--- src/rtl/i2s_rx.sv ---
// rtl/i2s_rx.sv - Philips I2S receiver oversampled in clk_sys; optional frame check via I2S_RX_FRAMECHK_EN
module i2s_rx #(
    parameter int SAMPLE_W    = 16,
    parameter int SYNC_STAGES = 2
) (
    input  logic                clk_sys,
    input  logic                reset_n,
    input  logic                sclk,
    input  logic                lrclk,
    input  logic                sdata,
    output logic [SAMPLE_W-1:0] left_chan,
    output logic [SAMPLE_W-1:0] right_chan,
    output logic                sample_valid,
    output logic                frame_err
);

    typedef enum logic [1:0] {
        ST_SYNC  = 2'd0,
        ST_LEFT  = 2'd1,
        ST_RIGHT = 2'd2
    } state_t;

    // Single set bit at the MSB; shifted right by the bit count it marks the write position.
    // Once the count reaches SAMPLE_W the mask becomes zero, which truncates longer slots.
    localparam logic [SAMPLE_W-1:0] MSB_ONE = {1'b1, {(SAMPLE_W-1){1'b0}}};

    logic [SYNC_STAGES-1:0] sclk_sync_q;
    logic [SYNC_STAGES-1:0] lr_sync_q;
    logic [SYNC_STAGES-1:0] sd_sync_q;
    logic                   sclk_dly_q;

    logic                   bit_evt_q;
    logic                   lr_bit_q;
    logic                   sd_bit_q;
    logic                   prev_lr_q;

    state_t                 state_q;
    state_t                 state_d;

    logic                   boundary;
    logic                   accum;
    logic                   chan_start;
    logic                   close_left;
    logic                   close_right;
    logic                   deliver_ok;

    logic [5:0]             cnt_q;
    logic [5:0]             cnt_inc;
    logic [SAMPLE_W-1:0]    bit_mask;
    logic [SAMPLE_W-1:0]    work_q;
    logic [SAMPLE_W-1:0]    work_bit;
    logic [SAMPLE_W-1:0]    left_hold_q;
    logic [SAMPLE_W-1:0]    pend_left_q;
    logic [SAMPLE_W-1:0]    pend_right_q;
    logic                   deliver_q;

    logic [SAMPLE_W-1:0]    left_chan_q;
    logic [SAMPLE_W-1:0]    right_chan_q;
    logic                   sample_valid_q;

    // Synchronize the three asynchronous I2S inputs plus the sclk delay flop for edge detection
    always_ff @(posedge clk_sys) begin
        if (!reset_n) begin
            sclk_sync_q <= '0;
            lr_sync_q   <= '0;
            sd_sync_q   <= '0;
            sclk_dly_q  <= 1'b0;
        end else begin
            sclk_sync_q <= {sclk_sync_q[SYNC_STAGES-2:0], sclk};
            lr_sync_q   <= {lr_sync_q[SYNC_STAGES-2:0], lrclk};
            sd_sync_q   <= {sd_sync_q[SYNC_STAGES-2:0], sdata};
            sclk_dly_q  <= sclk_sync_q[SYNC_STAGES-1];
        end
    end

    // Register the bit event together with lrclk/sdata taken from the same synchronizer stage
    always_ff @(posedge clk_sys) begin
        if (!reset_n) begin
            bit_evt_q <= 1'b0;
            lr_bit_q  <= 1'b0;
            sd_bit_q  <= 1'b0;
            prev_lr_q <= 1'b0;
        end else begin
            bit_evt_q <= sclk_sync_q[SYNC_STAGES-1] & ~sclk_dly_q;
            lr_bit_q  <= lr_sync_q[SYNC_STAGES-1];
            sd_bit_q  <= sd_sync_q[SYNC_STAGES-1];
            if (bit_evt_q) begin
                prev_lr_q <= lr_bit_q;
            end
        end
    end

    // A boundary is a bit event whose word select differs from the previous bit event
    assign boundary = bit_evt_q && (lr_bit_q != prev_lr_q);

    // Channel state register
    always_ff @(posedge clk_sys) begin
        if (!reset_n) begin
            state_q <= ST_SYNC;
        end else begin
            state_q <= state_d;
        end
    end

    // Next-state logic: only 1->0 boundaries enter LEFT, only 0->1 boundaries enter RIGHT
    always_comb begin
        state_d = state_q;
        case (state_q)
            ST_SYNC:  if (boundary && !lr_bit_q) state_d = ST_LEFT;
            ST_LEFT:  if (boundary && lr_bit_q)  state_d = ST_RIGHT;
            ST_RIGHT: if (boundary && !lr_bit_q) state_d = ST_LEFT;
            default:  state_d = ST_SYNC;
        endcase
    end

    // Output decode: which datapath action the current bit event triggers
    always_comb begin
        accum       = 1'b0;
        chan_start  = 1'b0;
        close_left  = 1'b0;
        close_right = 1'b0;
        case (state_q)
            ST_SYNC: begin
                chan_start = boundary && !lr_bit_q;
            end
            ST_LEFT: begin
                accum      = bit_evt_q;
                close_left = boundary && lr_bit_q;
                chan_start = close_left;
            end
            ST_RIGHT: begin
                accum       = bit_evt_q;
                close_right = boundary && !lr_bit_q;
                chan_start  = close_right;
            end
            default: begin
                accum = 1'b0;
            end
        endcase
    end

    assign cnt_inc  = (cnt_q == 6'd63) ? 6'd63 : cnt_q + 6'd1;
    assign bit_mask = MSB_ONE >> cnt_q;
    // Working register including the bit of the current event (the closing LSB on a boundary)
    assign work_bit = sd_bit_q ? (work_q | bit_mask) : work_q;

`ifdef I2S_RX_FRAMECHK_EN
    localparam logic [6:0] SAMPLE_W_L = 7'(SAMPLE_W);

    logic chan_short;
    logic frame_bad;
    logic left_short_q;
    logic err_q;
    logic frame_err_q;

    assign chan_short = ({1'b0, cnt_inc} < SAMPLE_W_L);
    assign frame_bad  = left_short_q | chan_short;
    assign deliver_ok = close_right & ~frame_bad;
    assign frame_err  = frame_err_q;

    // Remember a short left channel and flag the frame when the right channel closes
    always_ff @(posedge clk_sys) begin
        if (!reset_n) begin
            left_short_q <= 1'b0;
            err_q        <= 1'b0;
            frame_err_q  <= 1'b0;
        end else begin
            if (close_left) begin
                left_short_q <= chan_short;
            end
            err_q       <= close_right & frame_bad;
            frame_err_q <= err_q;
        end
    end
`else
    assign deliver_ok = close_right;
    assign frame_err  = 1'b0;
`endif

    // Bit accumulation, left holding register and the frame handed to the output stage
    always_ff @(posedge clk_sys) begin
        if (!reset_n) begin
            cnt_q        <= '0;
            work_q       <= '0;
            left_hold_q  <= '0;
            pend_left_q  <= '0;
            pend_right_q <= '0;
            deliver_q    <= 1'b0;
        end else begin
            if (chan_start) begin
                cnt_q  <= '0;
                work_q <= '0;
            end else if (accum) begin
                cnt_q  <= cnt_inc;
                work_q <= work_bit;
            end
            if (close_left) begin
                left_hold_q <= work_bit;
            end
            if (deliver_ok) begin
                pend_left_q  <= left_hold_q;
                pend_right_q <= work_bit;
            end
            deliver_q <= deliver_ok;
        end
    end

    // Output registers update only together with sample_valid so both channels stay paired
    always_ff @(posedge clk_sys) begin
        if (!reset_n) begin
            left_chan_q    <= '0;
            right_chan_q   <= '0;
            sample_valid_q <= 1'b0;
        end else begin
            if (deliver_q) begin
                left_chan_q  <= pend_left_q;
                right_chan_q <= pend_right_q;
            end
            sample_valid_q <= deliver_q;
        end
    end

    assign left_chan    = left_chan_q;
    assign right_chan   = right_chan_q;
    assign sample_valid = sample_valid_q;

endmodule

--- config.mk ---
export PLATFORM = sky130hd
export DESIGN_NAME = i2s_rx
export DESIGN_NICKNAME = d
export VERILOG_FILES = /design/src/rtl/i2s_rx.sv
export SDC_FILE = /design/constraint.sdc
export NUM_CORES = 1
export LEC_CHECK = 0
export ABC_CLOCK_PERIOD_IN_PS = 1570
export BUFFER_PORTS_ARGS = -buffer_cell sky130_fd_sc_hd__buf_2
export CELL_PAD_IN_SITES_DETAIL_PLACEMENT = 2
export CELL_PAD_IN_SITES_GLOBAL_PLACEMENT = 2
export CORE_ASPECT_RATIO = 0.7
export CORE_MARGIN = 4
export CORE_UTILIZATION = 33
export DETAILED_ROUTE_END_ITERATION = 6
export PLACE_DENSITY = 0.84
export SLEW_MARGIN = 0
export SYNTH_ARGS = -nofsm -noshare
export SYNTH_HDL_FRONTEND = slang
export SYNTH_SLANG_ARGS = --single-unit
--- constraint.sdc ---
create_clock -name clk_sys -period 1.57 [get_ports clk_sys]
set_clock_uncertainty 0.05 [all_clocks]
set_input_delay 0.0785 -clock clk_sys [delete_from_list [all_inputs] [get_ports clk_sys]]
set_output_delay 0.0785 -clock clk_sys [all_outputs]
set_load 0.05 [all_outputs]
Word level (Yosys, flattened, before mapping)
Cells that the tools add are included.
Widths: inputs -> output; s select.

storage, ports and cells
  flip-flop bits (word level) = 117
  latch bits = 0
  memory bits (writable) = 0
  memory bits (read-only) = 0
  input port bits = 5
  output and inout bits = 34
  word-level logic and storage cells = 48
  memories = 0

operators by class
  add/subtract/negate cells = 1
  multiply operators = 0
  div/mod/pow operators = 0
  order comparisons = 0
  eq/ne operators = 6
  shift operators = 1
  muxes and demuxes = 9
  bitwise logic cells = 4
  reduce and logical (&&, ||, !) cells = 9

operator list
  operator               number
  $mux 16                1
  $or 16x16->16          1
  $shr 16x6->16 const A  1
  $add 6x1->6 const B    1
  $eq 6x6->1 const B     1
  $mux 6                 1
  $reduce_or 2->1        3
  $mux 2                 2
  $pmux 2 s2             1
  $logic_and 1x1->1      3
  $mux 1                 3
  $eq 2x1->1 const B     1
  $eq 2x2->1 const B     1
  $logic_not 2->1        1
  $ne 2x1->1 const B     1
  $ne 2x2->1 const B     1
  $not 1->1              2
  $pmux 1 s2             1
  $reduce_and 2->1       1
  $and 1x1->1            1
  $logic_not 1->1        1
  $ne 1x1->1             1

Logic depth before layout (Yosys ltp)
Gate-level depths: netlist of the first run.

  depth in word-level cells = 5
  mapped depth = 8
  depth with buffers taken out = 6

Least setup slack after synthesis of the first run
OpenSTA, ideal clock, no wires.

  kind = flip-flop to flip-flop
  start = reg state_q[1]
  end = reg cnt_q[4]
  library setup time = 86 ps
  arrival time = 1,510 ps
  required time = 1,434 ps
  slack = -75 ps
  stages on the path, launching flop included = 9
  buffers on the path = 2
  period minus slack after synthesis = 1,645 ps
  cell sequence = dfxtp_1 -> inv_1 -> ha_1 -> and4b_1 -> clkbuf_2 -> nand2b_1 -> a2bb2oi_2 -> buf_4 -> a211oi_1

on the way
  cells in the longest elaborated chain, start to end = 4
  elaborated cells between the ends (all ways) = 8
  classes of those cells = eq/ne (2); mux (2); reduce/logical (4)

ends and longest elaborated chain
  element                                        RTL line  text
  start, declared                                37        state_t state_q;
  start signal, assigned                         101       state_q <= state_d;
  $eq 2x2->1 or $logic_not 2->1 (tied branches)  122       case (state_q)
  $reduce_or 2->1 (no line)                      n/a
  $pmux 1 s2                                     122
  $reduce_or 2->1 (no line)                      n/a
  end signal, assigned                           194       cnt_q <= cnt_inc;
  end, declared                                  47        logic [5:0] cnt_q;

Several ways; a longest one is shown, not always the timed one.
A chain may end at the register's enable or synchronous reset.

Worst setup path in the final report of the first run
Ends and elaborated chain as after synthesis.

==> results of run 1 <==
[kinds of logic after synthesis]
kind of cell / count (synthesis) / share of synthesized area
AOI/OAI and AO/OA: 114 / 0.148
buffers and inverters: 36 / 0.0411
xor gates and xnor gates: 2 / 0.00402
and+or+nand+nor: 141 / 0.172
adders and majority gates: 6 / 0.0172
DFF: 117 / 0.538
other: 1 / 0.000861
muxes: 34 / 0.0782
[layout by cell type (no fill, tap or decap), types with 3 or more instances in the layout]
cell type      instances
nand2_1               37
buf_6                  4
buf_2                 37
clkbuf_16             20
nor2b_1               34
mux2i_1               34
o21ai_1               12
nor2_4                 5
o21ai_2                3
buf_4                 34
o21ai_0               18
dfxtp_2                7
buf_12                 8
a31oi_4                3
a21oi_2               15
a21oi_4                6
a21oi_1               32
dfxtp_1              108
bufinv_16              5
nor2_2                 3
nor3_4                 8
nor2_1                17
a21boi_0              15
and2_1                10
a211oi_2               3
dlygate4sd3_1          4
ha_1                   3
[per-layer routing]
layer	vias up	share of wire	GRT usage
li1	1698	-	-
met1	1918	0.43	0.232
met2	105	0.49	0.336
met3	37	0.048	0.0453
met4	0	0.029	0.0684
met5	-	0	0
[worst paths after layout]
| check | end | cells after the start |
|---|---|---|
| setup / recovery | cnt_q[4] | 8 |
| hold / removal | state_q[0] | 3 |
| setup reg to reg | cnt_q[4] | 8 |
| hold reg to reg | bit_evt_q | 1 |
[final cells by class]
cell class | instances | share of cell area
Clock buffer | 20 | 0.0709
Clock inverter | 12 | 0.0320
Inverter | 2 | 0.00238
Multi-Input combinational cell | 298 | 0.359
Sequential cell | 117 | 0.374
Tap cell | 162 | 0.0322
Timing Repair Buffer | 92 | 0.129
[metrics by stage]
step | util | cells | power (W) | setup TNS (ns) | area [sq um]
3_3_place_gp | 0.381 | 641 | 0.00314 | -0.00972 | 4830
4_1_cts | 0.460 | 685 | 0.00750 | -1.67 | 5830
5_1_grt | 0.497 | 703 | 0.00776 | -7.07 | 6300
3_5_place_dp | 0.381 | 641 | 0.00315 | -2.15 | 4830
6_report | 0.497 | 703 | 0.00752 | -4.69 | 6300
2_1_floorplan | - | 451 | 0.00312 | -0.118 | 4370
[state kept, by name, summed over array words and instances, names as in the netlist]
signal,cells
bit_evt_q,1
cnt_q,6
deliver_q,1
left_chan,16
left_hold_q,16
lr_bit_q,1
lr_sync_q,2
pend_left_q,16
pend_right_q,16
prev_lr_q,1
right_chan,16
sample_valid,1
sclk_dly_q,1
sclk_sync_q,2
sd_bit_q,1
sd_sync_q,2
state_q,2
work_q,16
[critical path, cell delays in order, from the launching register on]
cell and delay, ns:
dfxtp_4 0.39, inv_6 0.05, ha_4 0.17, and4b_1 0.21, nand2b_4 0.16, a2bb2oi_4 0.18
buf_12 0.15, buf_16 0.15, a211oi_2 0.16
[where the power goes]
group | internal [W] | switching, W | total [W]
logic | 0.0000779 | 0.0000868 | 0.000165
registers | 0.00298 | 0.00000410 | 0.00298
clock network | 0.00286 | 0.00151 | 0.00437
total | 0.00592 | 0.00160 | 0.00752
[repair_timing]
action / in CTS / in global routing
cloned: 2 / 3
endpoints found under the setup margin: 43 / 72
hold buffers: 4 / 0
endpoints found under the hold margin: 4 / 0
setup buffers: 7 / 15
pin swaps: 17 / 25
gates resized for setup: 53 / 73
==> impl_metrics.yaml, run 1 <==
cells_and_area:
  layout-drive-gt1-share: 0.364
  nets: 539
  area_growth_syn_to_layout_pct: 44.8
  antenna_cells: 0
  multi_input_comb_area_sq_um: 2260
  final-seq-area_sq_um: 2360
  fillers: 1265
synth:
  ys_top_cells_by_area: "dfxtp_1 (54%), mux2i_1 (7.8%), a21oi_1 (6.0%)"
  synthCells: 451
  ys_ff_latch: 117
  yosysTopAreaCell: "dfxtp_1"
  synth_top_area_frac: 0.538
  yosys_warnings: 0
  syn_area_sq_um: 4350
  yosysUniqueCellTypes: 42
  synth-async-reset-ratio: 0
  synth.most_common_cell: "dfxtp_1"
  synth.avg_cell_area_sq_um: 9.65
  synth_ff_type: "dfxtp_1"
  ys_seq_area_frac: 0.538
  synth-edff-count: 0
  synth_fp_nets: 462
  synth_common_cells: "dfxtp_1 (117), a21oi_1 (52), nand2_1 (38), nor2b_1 (36)"
cts:
  cts.clk_slew.worst_paths_ns: 0.06
  h-tree-depth: 4
  cts_tree: "done"
  clk_latency_ns: 0.42
  max-clock-path-buffers: 2
  cts_buffers: 17
  cts_root_buffer: "clkbuf_16"
  cts_sinks: 117
worst_setup_path:
  required_ns: 1.84
  worstSetupEndpointType: "register"
  cp-startpoint: "state_q[1]"
  reg2reg_slack_ns: -0.22
  startpoint_type: "register"
  r2r_start: "state_q[1]"
  crit_arrival_ns: 2.06
  worstPathMaxFanout: 11
  crit_type: "reg -> reg"
placement:
  gp_congestion: 0.859
  place_hpwl_mm: 8.46
  io_buffers: 37
  dp_slack_ns: -0.174
floorplan:
  ios: 39
  dieArea_sq_um: 15100
  rows: 34
  initial_core_util: 0.343
  die_y_um: 104
  core_area_sq_um: 12700
  die_w_um: 145
timing:
  setup_viol: 46
  post-route-period-util: 1.14
  timing.final.ws_setup_ns: -0.216
  slew_headroom: 0.569
  fmax_ghz: 0.560
  hold_viol: 1
  worstMarginPinSlew_ns: 0.645
  min_period_ns: 1.79
  whs_ns: -0.00839
  slew_violations: 0
  rsz0062_at_grt: "true"
detailed_routing:
  routed_wl_mm: 17.7
  wl_per_cell_um: 25.2
  detail-route-antenna-nets: 0
  num_vias: 3758
  via_per_inst: 5.35
  drc: 0
  dr.pass1.iters: 4
  drtIter0Drc: 184
global_routing:
  gr-usage-all-layers: 0.192
  antenna_found_initial: 0
  grt_max_degree: 93
  grt_pass1_vias: 4021
  grt_pass1_wl_mm: 22.7
  gr-total-overflow: 0
power:
  p_leak_nw: 2.34
  ir_drop_v: 0.000757
  cellPowerDensity_nw_per_um2: 1190
outcome:
  status: "complete, but fails checks"
  failed_checks: "hold timing, setup timing"
min_path:
  hp-start: "reset_n"
  hold_class: "in -> reg"
flow_run:
  max_cap_viol_count: 0
Power figures use the tool's default switching activity.
==> run 2, diff against run 1 <==
--- a/config.mk
+++ b/config.mk
@@ -10,7 +10,7 @@
 export CELL_PAD_IN_SITES_DETAIL_PLACEMENT = 2
 export CELL_PAD_IN_SITES_GLOBAL_PLACEMENT = 2
 export CORE_ASPECT_RATIO = 0.7
-export CORE_MARGIN = 4
+export CORE_MARGIN = 3
 export CORE_UTILIZATION = 33
 export DETAILED_ROUTE_END_ITERATION = 6
 export PLACE_DENSITY = 0.84
==> run 2 against run 1 <==
  * The flow finishes with violations (setup timing)
  * Clock power shrank 2%
  * Worst hold slack gained 0.16 ns
  * Sequential share of layout area grew 1.1 points
  * Register-to-register slack is essentially flat
  * Setup slack lost 0.0074 ns
  * Cell area shrank 2.6%
  * Via count grew 0.21%
  * Routed wire length shrank 0.45%
  * Maximum frequency shrank 0.41%
  * Combinational power shrank 10%
  * Global-route usage grew 2.9 points
  * Sequential power is essentially flat
==> impl_metrics.yaml, run 2 (synthesis results as in run 1) <==
floorplan:
  die_w_um: 143
  ios: 39
  initial_core_util: 0.345
  rows: 34
  core_area_sq_um: 12600
  dieArea_sq_um: 14600
  die_y_um: 102
worst_setup_path:
  crit_slowest_cell: "o21ai_0"
  crit_buf_inv: 2
  reg2reg_slack_ns: -0.22
  crit_family: "compound AO/OA/AOI/OAI gates"
  r2r_cells: 6
  required_ns: 1.79
  cp-startpoint: "state_q[1]"
  reg2reg_to: "left_hold_q[3]"
  critPathMaxStageDelay_ns: 0.49
  cp.depth: 6
  worstPathMaxFanout: 32
  crit_arrival_ns: 2.01
  r2r_start: "state_q[1]"
  critPathCapture: "left_hold_q[3]"
  worstSetupEndpointType: "register"
  startpoint_type: "register"
  crit_type: "reg -> reg"
  path_cells: "inv_4, ha_4, and4b_2, buf_12, o21ai_0, a21oi_2"
detailed_routing:
  drtIter0Drc: 248
  num_vias: 3766
  drc: 0
  detail-route-antenna-nets: 0
  wl_per_cell_um: 25.1
  via_per_inst: 5.36
  routed_wl_mm: 17.6
  dr.pass1.iters: 4
cells_and_area:
  area_growth_syn_to_layout_pct: 41.0
  nets: 539
  most-common-layout-cells: "dfxtp_1 (105), buf_4 (42), nand2_1 (38)"
  antenna_cells: 0
  fillers: 1252
  final_common_cell: "dfxtp_1"
  layout-drive-gt1-share: 0.380
  fin_util: 0.486
timing:
  slew_violations: 0
  whs_ns: 0.152
  hold_viol: 0
  post-route-period-util: 1.14
  rsz0062_at_grt: "true"
  min_period_ns: 1.79
  setup_viol: 29
  finalSetupTns_ns: -3.34
  fmax_ghz: 0.558
  slew_headroom: 0.607
  worstMarginPinSlew_ns: 0.583
  timing.final.ws_setup_ns: -0.223
global_routing:
  antenna_found_initial: 0
  grt_pass1_wl_mm: 24.1
  gr-total-overflow: 0
  grt_pass1_vias: 4139
  gr-usage-all-layers: 0.222
  grt_max_degree: 33
power:
  cellPowerDensity_nw_per_um2: 1210
  power_w: 0.00743
  ir_drop_v: 0.000621
  p_leak_nw: 2.24
cts:
  max-clock-path-buffers: 2
  cts_tree: "done"
  cts_sinks: 117
  cts_buffers: 17
  h-tree-depth: 4
  cts_root_buffer: "clkbuf_16"
  clk_latency_ns: 0.42
  cts.clk_slew.worst_paths_ns: 0.06
outcome:
  failed_checks: "setup timing"
  status: "complete, but fails checks"
placement:
  gp_congestion: 0.840
  place_hpwl_mm: 8.04
  io_buffers: 37
flow_run:
  max_cap_viol_count: 0
min_path:
  hold_class: "in -> reg"
-- run 2: layout make-up --
type / count / area (sq um) / area share
Clock inverter: 11 / 180 / 0.0293
Timing Repair Buffer: 92 / 708 / 0.115
Sequential cell: 117 / 2360 / 0.385
Tap cell: 162 / 203 / 0.0330
Multi-Input combinational cell: 298 / 2220 / 0.362
Clock buffer: 20 / 457 / 0.0744
Inverter: 2 / 10.0 / 0.00163
-- run 2: worst min-delay path by stage --
stage	startpoint	to	slack [ns]	cells past startpoint
after floorplan	lrclk	lr_sync_q[0]	0.16	1
after global routing	reset_n	right_chan[9]	0.18	2
after detailed placement	lrclk	lr_sync_q[0]	0.24	2
after CTS	reset_n	right_chan[9]	0.13	2
after global placement	sdata	sd_sync_q[0]	0.24	2
final	reset_n	pend_right_q[15]	0.15	3
-- run 2: timing repair --
| item | CTS | global route |
|---|---|---|
| setup endpoints to repair | 53 | 62 |
| resized for setup | 56 | 64 |
| cloned | 3 | 0 |
| hold buffers | 3 | 0 |
| setup buffers | 8 | 10 |
| endpoints found under the hold margin | 3 | 0 |
| pin swaps | 15 | 10 |
-- run 2: worst reg2reg max path, stage by stage (launching register included) --
cell and delay [ns]:
dfxtp_4 0.37, inv_4 0.05, ha_4 0.15, and4b_2 0.25
buf_12 0.18, o21ai_0 0.49, a21oi_2 0.10
-- run 2: through the flow --
stage / setup slack (ns) / cells / cell area [sq um]
after global routing: -0.260 / 702 / 6140
after floorplan: -0.0131 / 451 / 4370
after detailed placement: -0.256 / 648 / 4840
after CTS: -0.113 / 693 / 5880
after global placement: -0.0566 / 648 / 4840
final: -0.223 / 702 / 6140
-- run 2: report_power, final --
part,internal (W),leakage [nW],switching (W)
combinational,0.0000642,0.969,0.0000836
sequential,0.00298,0.950,0.00000507
clock,0.00287,0.319,0.00143
total,0.00591,2.24,0.00152
-- run 2: metal layers --
metal  global-route usage  part of all wire  vias up
li1                     -                 -     1692
met1                0.249              0.41     1923
met2                0.396              0.51      105
met3               0.0561             0.040       46
met4                0.107             0.039        0
met5                    0                 0        -
==> run 3, diff against run 2 <==
--- a/config.mk
+++ b/config.mk
@@ -5,7 +5,7 @@
 export SDC_FILE = /design/constraint.sdc
 export NUM_CORES = 1
 export LEC_CHECK = 0
-export ABC_CLOCK_PERIOD_IN_PS = 1570
+export ABC_CLOCK_PERIOD_IN_PS = 1600
 export BUFFER_PORTS_ARGS = -buffer_cell sky130_fd_sc_hd__buf_2
 export CELL_PAD_IN_SITES_DETAIL_PLACEMENT = 2
 export CELL_PAD_IN_SITES_GLOBAL_PLACEMENT = 2
==> constraint.sdc (replaced) <==
create_clock -name clk_sys -period 1.6 [get_ports clk_sys]
set_clock_uncertainty 0.05 [all_clocks]
set_input_delay 0.08 -clock clk_sys [delete_from_list [all_inputs] [get_ports clk_sys]]
set_output_delay 0.08 -clock clk_sys [all_outputs]
set_load 0.05 [all_outputs]
==> run 3 against run 2 <==
  * The flow still finishes with violations (setup timing)
  * Global-route usage down 2.4 points
  * Die area unchanged
  * Critical path depth up 2
==> impl_metrics.yaml, run 3 (synthesis results as in run 1) <==
outcome:
  status: "complete, but fails checks"
  failed_checks: "setup timing"
cts:
  cts_tree: "done"
  cts_sinks: 117
  cts.clk_slew.worst_paths_ns: 0.06
  h-tree-depth: 4
  cts_buffers: 17
  max-clock-path-buffers: 2
  clk_latency_ns: 0.43
  cts_root_buffer: "clkbuf_16"
detailed_routing:
  drc: 0
  drtIter0Drc: 184
  num_vias: 3586
  via_per_inst: 5.19
  dr.pass1.iters: 4
  routed_wl_mm: 15.8
  detail-route-antenna-nets: 0
  wl_per_cell_um: 22.9
floorplan:
  die_y_um: 102
  rows: 34
  core_area_sq_um: 12600
  initial_core_util: 0.345
  ios: 39
  die_w_um: 143
  dieArea_sq_um: 14600
power:
  p_leak_nw: 2.20
  cellPowerDensity_nw_per_um2: 1250
  power_w: 0.00739
  ir_drop_v: 0.000763
placement:
  dp_slack_ns: -0.140
  io_buffers: 37
  dpl_cell_area_sq_um: 4800
  place_hpwl_mm: 7.79
  gp_congestion: 0.843
timing:
  post-route-period-util: 1.07
  fmax_ghz: 0.585
  min_period_ns: 1.71
  slew_violations: 0
  rsz0062_at_grt: "true"
  hold_viol: 0
  timing.final.ws_setup_ns: -0.109
  slew_headroom: 0.621
  setup_viol: 29
  worstMarginPinSlew_ns: 0.566
  whs_ns: 0.108
cells_and_area:
  area_growth_syn_to_layout_pct: 35.8
  layout-drive-gt1-share: 0.301
  final_common_cell: "dfxtp_1"
  fin_util: 0.468
  most-common-layout-cells: "dfxtp_1 (111), a21oi_1 (42), nand2_1 (38)"
  final_cell_area_sq_um: 5910
  antenna_cells: 0
  nets: 527
global_routing:
  antenna_found_initial: 0
  grt_pass1_wl_mm: 21.9
  grt_pass1_vias: 3843
  gr-usage-all-layers: 0.198
  grt_max_degree: 49
  gr-total-overflow: 0
min_path:
  min_path_cells: 2
  hp-start: "reset_n"
  holdPathEnd: "right_chan[4]"
  hold_class: "in -> reg"
worst_setup_path:
  r2r_start: "state_q[0]"
  r2r_cells: 8
  required_ns: 1.85
  startpoint_type: "register"
  crit_type: "reg -> reg"
  reg2reg_slack_ns: -0.11
  crit_arrival_ns: 1.96
  reg2reg_to: "work_q[7]"
  worstSetupEndpointType: "register"
  worstPathMaxFanout: 5
  cp-startpoint: "state_q[0]"
flow_run:
  max_cap_viol_count: 0
## run 3: layer usage
layer / global-route usage / routed length [um]
met4: 0.0702 / 433
met5: 0 / 0
met1: 0.243 / 6880
met2: 0.338 / 7840
met3: 0.0543 / 666
## run 3: cell type report
type	count	area [sq um]
Fill cell	1276	6720
Clock inverter	9	173
Timing Repair Buffer	80	636
Sequential cell	117	2350
Multi-Input combinational cell	298	2060
Inverter	2	10.0
Clock buffer	23	478
Tap cell	162	203
## run 3: stage by stage
step | std cells | setup TNS, ns
after floorplan | 451 | -0.0769
after global placement | 643 | -0.0439
after detailed placement | 643 | -1.13
after CTS | 682 | -0.268
after global routing | 691 | -4.45
final | 691 | -1.98
## run 3: worst max path at each step
stage                 endpoint  slack [ns]  cells past startpoint
finish               work_q[7]       -0.11                      8
global placement      cnt_q[5]       -0.02                      6
CTS                   cnt_q[2]       -0.04                      8
detailed placement    cnt_q[2]       -0.14                      6
floorplan            work_q[0]      -0.008                      8
global route        work_q[11]       -0.20                      8
## run 3: what timing repair did
| item | CTS | global route |
|---|---|---|
| resized for setup | 23 | 53 |
| pin swaps | 2 | 13 |
| endpoints found under the hold margin | 3 | 0 |
| endpoints found under the setup margin | 31 | 69 |
| buffers inserted | 2 | 7 |
| cloned | 2 | 2 |
| hold buffers | 3 | 0 |
## run 3: worst max-delay path: stages (launching register included)
cell       delay, ns
dfxtp_4         0.36
inv_1           0.12
ha_1            0.22
nor2_4          0.06
nor2b_4         0.16
a2bb2oi_4       0.24
buf_6           0.16
clkbuf_16       0.16
nor3_2          0.05
## run 3: power by group
part	total (W)	switching, W	leakage (nW)	internal (W)
Sequential	0.00293	0.00000391	0.947	0.00292
Combinational	0.000163	0.0000855	0.936	0.0000771
Clock	0.00430	0.00142	0.317	0.00288
Total	0.00739	0.00151	2.20	0.00588
